$ cat src/rtl/memory_arbiter.sv
// -----------------------------------------------------------------------------
// memory_arbiter
//
// Shares one single-port unified memory between the instruction fetch path and
// the load/store path. Only one transaction is in flight at a time: a request is
// granted in IDLE, the memory command is held through BUSY until mem_ready (or
// until the watchdog expires), and a one-cycle acknowledge is returned in ACK.
// When both requesters are waiting in IDLE, the one that was not granted last
// wins, so neither can starve the other.
//
// Ports
//   clk, reset                       clock, synchronous active-high reset
//   if_req / if_address              fetch request (always a read)
//   if_ack / if_read_data            fetch completion pulse and fetched word
//   data_req / data_write            data request, 1 = store, 0 = load
//   data_address / data_write_data   load/store address and store data
//   data_ack / data_read_data        data completion pulse and load result
//   bus_error                        high with the ack when the memory timed out
//   mem_read / mem_write             memory command levels
//   mem_address / mem_write_data     latched address and store data
//   mem_read_data / mem_ready        memory read data and completion pulse
//
// Every output comes straight from a flip-flop; no input reaches an output
// through combinational logic.
// -----------------------------------------------------------------------------
module memory_arbiter #(
    parameter int ADDRESS_WIDTH = 32,
    parameter int DATA_WIDTH    = 32,
    parameter int TIMEOUT       = 255
) (
    input  logic                     clk,
    input  logic                     reset,
    input  logic                     if_req,
    input  logic [ADDRESS_WIDTH-1:0] if_address,
    output logic                     if_ack,
    output logic [DATA_WIDTH-1:0]    if_read_data,
    input  logic                     data_req,
    input  logic                     data_write,
    input  logic [ADDRESS_WIDTH-1:0] data_address,
    input  logic [DATA_WIDTH-1:0]    data_write_data,
    output logic                     data_ack,
    output logic [DATA_WIDTH-1:0]    data_read_data,
    output logic                     bus_error,
    output logic                     mem_read,
    output logic                     mem_write,
    output logic [ADDRESS_WIDTH-1:0] mem_address,
    output logic [DATA_WIDTH-1:0]    mem_write_data,
    input  logic [DATA_WIDTH-1:0]    mem_read_data,
    input  logic                     mem_ready
);

    // The watchdog only ever counts up to TIMEOUT-1 before the abort fires, so
    // a counter wide enough for TIMEOUT can never wrap.
    localparam int                  WD_WIDTH = $clog2(TIMEOUT + 1);
    localparam logic [WD_WIDTH-1:0] WD_LAST  = WD_WIDTH'(TIMEOUT - 1);

    // Requester identity, used for both the current owner and last_grant.
    localparam logic OWNER_IF   = 1'b0;
    localparam logic OWNER_DATA = 1'b1;

    typedef enum logic [1:0] {
        IDLE = 2'd0,
        BUSY = 2'd1,
        ACK  = 2'd2
    } state_t;

    state_t                     state_reg, state_next;
    logic                       owner_reg, owner_next;
    logic                       last_grant_reg, last_grant_next;
    logic [WD_WIDTH-1:0]        wd_reg, wd_next;
    logic                       mem_read_reg, mem_read_next;
    logic                       mem_write_reg, mem_write_next;
    logic [ADDRESS_WIDTH-1:0]   mem_address_reg, mem_address_next;
    logic [DATA_WIDTH-1:0]      mem_write_data_reg, mem_write_data_next;
    logic                       bus_error_reg, bus_error_next;

    logic grant_if;
    logic grant_data;
    logic done_ok;
    logic done_timeout;

    // Data wins a conflict unless it was the last one served.
    assign grant_data   = (state_reg == IDLE) && data_req &&
                          (!if_req || (last_grant_reg == OWNER_IF));
    assign grant_if     = (state_reg == IDLE) && if_req && !grant_data;

    // mem_ready has priority over the watchdog on the final BUSY cycle.
    assign done_ok      = (state_reg == BUSY) && mem_ready;
    assign done_timeout = (state_reg == BUSY) && !mem_ready && (wd_reg == WD_LAST);

    // -------------------------------------------------------------------------
    // State and datapath registers
    // -------------------------------------------------------------------------
    always_ff @(posedge clk) begin
        if (reset) begin
            state_reg          <= IDLE;
            owner_reg          <= OWNER_IF;
            last_grant_reg     <= OWNER_IF;
            wd_reg             <= '0;
            mem_read_reg       <= 1'b0;
            mem_write_reg      <= 1'b0;
            mem_address_reg    <= '0;
            mem_write_data_reg <= '0;
            bus_error_reg      <= 1'b0;
        end else begin
            state_reg          <= state_next;
            owner_reg          <= owner_next;
            last_grant_reg     <= last_grant_next;
            wd_reg             <= wd_next;
            mem_read_reg       <= mem_read_next;
            mem_write_reg      <= mem_write_next;
            mem_address_reg    <= mem_address_next;
            mem_write_data_reg <= mem_write_data_next;
            bus_error_reg      <= bus_error_next;
        end
    end

    // -------------------------------------------------------------------------
    // Next-state logic
    // -------------------------------------------------------------------------
    always_comb begin
        state_next = state_reg;
        case (state_reg)
            IDLE:    if (grant_if || grant_data)   state_next = BUSY;
            BUSY:    if (done_ok || done_timeout)  state_next = ACK;
            ACK:                                   state_next = IDLE;
            default:                               state_next = IDLE;
        endcase
    end

    // -------------------------------------------------------------------------
    // Output / datapath next values (registered above)
    // -------------------------------------------------------------------------
    always_comb begin
        owner_next          = owner_reg;
        last_grant_next     = last_grant_reg;
        wd_next             = wd_reg;
        mem_read_next       = mem_read_reg;
        mem_write_next      = mem_write_reg;
        mem_address_next    = mem_address_reg;
        mem_write_data_next = mem_write_data_reg;
        bus_error_next      = bus_error_reg;

        case (state_reg)
            IDLE: begin
                if (grant_if || grant_data) begin
                    mem_address_next    = grant_data ? data_address : if_address;
                    mem_write_data_next = grant_data ? data_write_data : '0;
                    mem_read_next       = grant_if || !data_write;
                    mem_write_next      = grant_data && data_write;
                    owner_next          = grant_data ? OWNER_DATA : OWNER_IF;
                    last_grant_next     = grant_data ? OWNER_DATA : OWNER_IF;
                    wd_next             = '0;
                    bus_error_next      = 1'b0;
                end
            end
            BUSY: begin
                if (done_ok || done_timeout) begin
                    mem_read_next  = 1'b0;
                    mem_write_next = 1'b0;
                    bus_error_next = done_timeout;
                end else begin
                    wd_next = wd_reg + WD_WIDTH'(1);
                end
            end
            ACK: begin
                // bus_error accompanies the ack pulse only.
                bus_error_next = 1'b0;
            end
            default: ;
        endcase
    end

    // -------------------------------------------------------------------------
    // Per-requester ack pulse and read-data register. Index 0 is fetch,
    // index 1 is data, matching OWNER_IF / OWNER_DATA.
    // -------------------------------------------------------------------------
    genvar gi;
    generate
        for (gi = 0; gi < 2; gi++) begin : gen_req
            logic                  ack_reg;
            logic [DATA_WIDTH-1:0] read_data_reg;
            logic                  owned;

            assign owned = (owner_reg == 1'(gi));

            always_ff @(posedge clk) begin
                if (reset) begin
                    ack_reg       <= 1'b0;
                    read_data_reg <= '0;
                end else begin
                    ack_reg <= owned && (done_ok || done_timeout);
                    // Stores leave the register alone; an aborted read
                    // returns zero rather than stale data.
                    if (owned && mem_read_reg) begin
                        if (done_ok) begin
                            read_data_reg <= mem_read_data;
                        end else if (done_timeout) begin
                            read_data_reg <= '0;
                        end
                    end
                end
            end
        end
    endgenerate

    assign if_ack         = gen_req[0].ack_reg;
    assign if_read_data   = gen_req[0].read_data_reg;
    assign data_ack       = gen_req[1].ack_reg;
    assign data_read_data = gen_req[1].read_data_reg;
    assign bus_error      = bus_error_reg;
    assign mem_read       = mem_read_reg;
    assign mem_write      = mem_write_reg;
    assign mem_address    = mem_address_reg;
    assign mem_write_data = mem_write_data_reg;

endmodule

$ cat config.mk
export PLATFORM = sky130hd
export DESIGN_NAME = memory_arbiter
export DESIGN_NICKNAME = d
export VERILOG_FILES = /design/src/rtl/memory_arbiter.sv
export SDC_FILE = /design/constraint.sdc
export NUM_CORES = 1
export LEC_CHECK = 0
export CAP_MARGIN = 30
export CORE_UTILIZATION = 40
export DETAILED_ROUTE_END_ITERATION = 8
export DONT_BUFFER_PORTS = 1
export PLACE_DENSITY = 0.55
export SYNTH_ARGS = -nofsm -noshare
export SYNTH_HDL_FRONTEND = slang
export SYNTH_SLANG_ARGS = --single-unit
$ cat constraint.sdc
create_clock -name clk -period 1.81 [get_ports clk]
set_input_delay 0.0905 -clock clk [delete_from_list [all_inputs] [get_ports clk]]
set_output_delay 0.0905 -clock clk [all_outputs]
set_load 0.02 [all_outputs]
==> results.json <==
{
  "status": "finished clean",
  "grt_max_degree": 84,
  "final_area_um2": 7480,
  "finalSetupViolCount": 0,
  "synthToLayoutAreaGrowth_pct": 40.5,
  "syn_area_um2": 5330,
  "dr_wl_met3_mm": 1.03,
  "core-area_um2": 12800,
  "n_antenna_cell": 0,
  "hold-worst-slack_ns": 0.0292,
  "viasPerCell": 5.63,
  "clkTransAtPathRegs_ns": 0.06,
  "ys_warn_count": 0,
  "slew-limit-headroom_pct": 64.1,
  "top_layer_used": "met4",
  "postCtsSetupRepairBufs": 0,
  "finClkSkew_ns": 0.00947,
  "rows": 41,
  "p_leak_nw": 2.89,
  "gr-total-overflow": 0,
  "route.met2.wl_mm": 7.88,
  "fp.dieH_um": 117,
  "final_max_slew_viol_count": 0,
  "place_hpwl_mm": 8.59,
  "grt_pass1_vias": 4778,
  "synth_fa_ha_area_share_pct": 0.470,
  "worst_slew_pin_slew_ns": 0.538,
  "rrSetupSlack_ns": 0.11,
  "syn_avg_cell_area_um2": 9.93,
  "clk_latency_ns": 0.41,
  "async_reset_ff_share_pct": 0,
  "synth-compound-area-share_pct": 25.2,
  "vias": 4728,
  "wl_mm": 15.3,
  "path_cells": "inv_1, ha_1, and3_4, a21o_4, a41oi_2, buf_12, a22o_1",
  "globalplace.congestion": 0.850,
  "die_area_um2": 13800,
  "end_kind": "flip-flop",
  "final_antenna_net_count": 0,
  "synth-simple-area-share_pct": 15.0,
  "synthCells": 536,
  "final_core_util_pct": 58.3,
  "post-route-period-util_pct": 94.2,
  "max_stage_delay_ns": 0.33,
  "irDropWorstVdd_mv": 0.721,
  "fmax_mhz": 587,
  "synth_top_family_by_area": "compound AO/OA/AOI/OAI gates",
  "required_ns": 2.16,
  "synthXorXnorAreaFrac_pct": 0,
  "critPathKind": "reg2reg",
  "synth.area.mux_share_pct": 0,
  "fp.dieW_um": 117,
  "cts_tree": "yes",
  "synth_cell_types": 46,
  "clk_path_buf_depth": 2,
  "startpoint_type": "flip-flop",
  "nets": 792,
  "seq_area_frac_synth_pct": 54.1,
  "antenna_found_initial": 0,
  "initial_core_util_pct": 41.5,
  "cp_slowest_cell": "dfxtp_1",
  "rsz0062_at_grt": "no",
  "layout-drive-gt1-share_pct": 9.58,
  "drc_errors": 0,
  "synth_edf_count": 0,
  "yosys_most_used_dff": "dfxtp_1",
  "worstPathArrival_ns": 2.05,
  "drtIter0Drc": 303,
  "finalHoldViolCount": 0,
  "drtPass1Iterations": 5,
  "pwr_density_cell_nw_per_um2": 1100,
  "cts_max_level": 4,
  "cts_buffers": 17,
  "synth_nets": 672,
  "layout_common_cells": "dfxtp_1 (143), dlygate4sd3_1 (132), nand2_1 (73), nor2_1 (70), a22o_1 (65)",
  "wl_per_cell_um": 18.2,
  "drv_cap": 0,
  "crit_fanout": 32,
  "placed_area_um2": 5500,
  "critPathBufInv": 2,
  "fin_crit_ns": 1.70,
  "pin_count": 267,
  "critical-path-top-delay-family": "compound AO/OA/AOI/OAI gates",
  "grt_first_pass_wirelength_mm": 24.4,
  "ys_ff_latch": 144,
  "cts.sinks": 144,
  "tns_ns": 0,
  "grt_util_all_layers_pct": 22.2,
  "min_path_type": "in2reg",
  "final_common_cell": "dfxtp_1",
  "cts_root_buffer": "clkbuf_16",
  "wl_met1_mm": 6.00,
  "port_buffers": 0
}
==> cell type report <==
cell class                 instances  area (um^2)
fill                            1002         5340
sequential                       144         2880
multi-input combinational        343         2190
timing repair buffer             147         1550
clock buffer                      22          474
tap                              172          215
clock inverter                     9          155
inverter                           3         11.3
==> worst reg2reg max path: stages, from the launching register on <==
cell     delay, ns
dfxtp_1       0.33
inv_1         0.06
ha_1          0.19
and3_4        0.20
a21o_4        0.24
a41oi_2       0.23
buf_12        0.23
a22o_1        0.17
==> logic make-up after synthesis <==
group	count (synthesis)
AOI/OAI and AO/OA	161
adders and majority gates	2
buffers and inverters	49
DFF	144
and+or+nand+nor	180
==> routing by layer <==
| metal | vias up | global-route usage, % |
|---|---|---|
| met1 | 2259 | 23.6 |
| met3 | 38 | 7.93 |
| met2 | 231 | 38.9 |
| met4 | 0 | 10.1 |
| li1 | 2200 | - |
| met5 | - | 0 |
==> stage by stage <==
stage	std cells	power, mW	setup WS [ns]
floorplan	536	4.16	0.100
global placement	676	4.27	0.125
detailed placement	676	4.29	0.0510
CTS	840	8.28	0.0367
global route	840	8.53	0.0146
finish	840	8.22	0.105
==> final timing paths <==
path              cells after the start  startpoint           endpoint
setup / recovery                      7   wd_reg[0]  data_read_data[0]
hold reg to reg                       3   wd_reg[0]          wd_reg[0]
hold / removal                        3    data_req           mem_read
setup reg to reg                      7   wd_reg[0]  data_read_data[0]
==> synthesized netlist by cell type, types with 4 or more instances <==
| cell type | instances | share of area [%] |
|---|---|---|
| dfxtp_1 | 144 | 54 |
| nand2_1 | 73 | 5.1 |
| nor2_1 | 71 | 5.0 |
| a22o_1 | 65 | 11 |
| a311oi_1 | 34 | 5.6 |
| a22oi_1 | 32 | 4.5 |
| buf_2 | 19 | 1.8 |
| clkbuf_1 | 11 | 0.78 |
| a21oi_1 | 9 | 0.85 |
| buf_4 | 7 | 0.99 |
| nand3_1 | 7 | 0.66 |
| o21ai_0 | 7 | 0.66 |
| nor3_1 | 5 | 0.47 |
| buf_1 | 4 | 0.28 |
| buf_6 | 4 | 0.85 |
==> power by group <==
group	internal (mW)	leakage (nW)	switching [mW]
Combinational	0.435	1.41	0.447
Clock	2.41	0.307	1.28
Sequential	3.33	1.17	0.313
==> repair_timing <==
action | in CTS | in global routing
resized for setup | 0 | 1
endpoints found under the hold margin | 144 | 0
hold buffers | 133 | 0
setup endpoints to repair | 0 | 61
No activity file was read; power rests on OpenSTA's default activity.
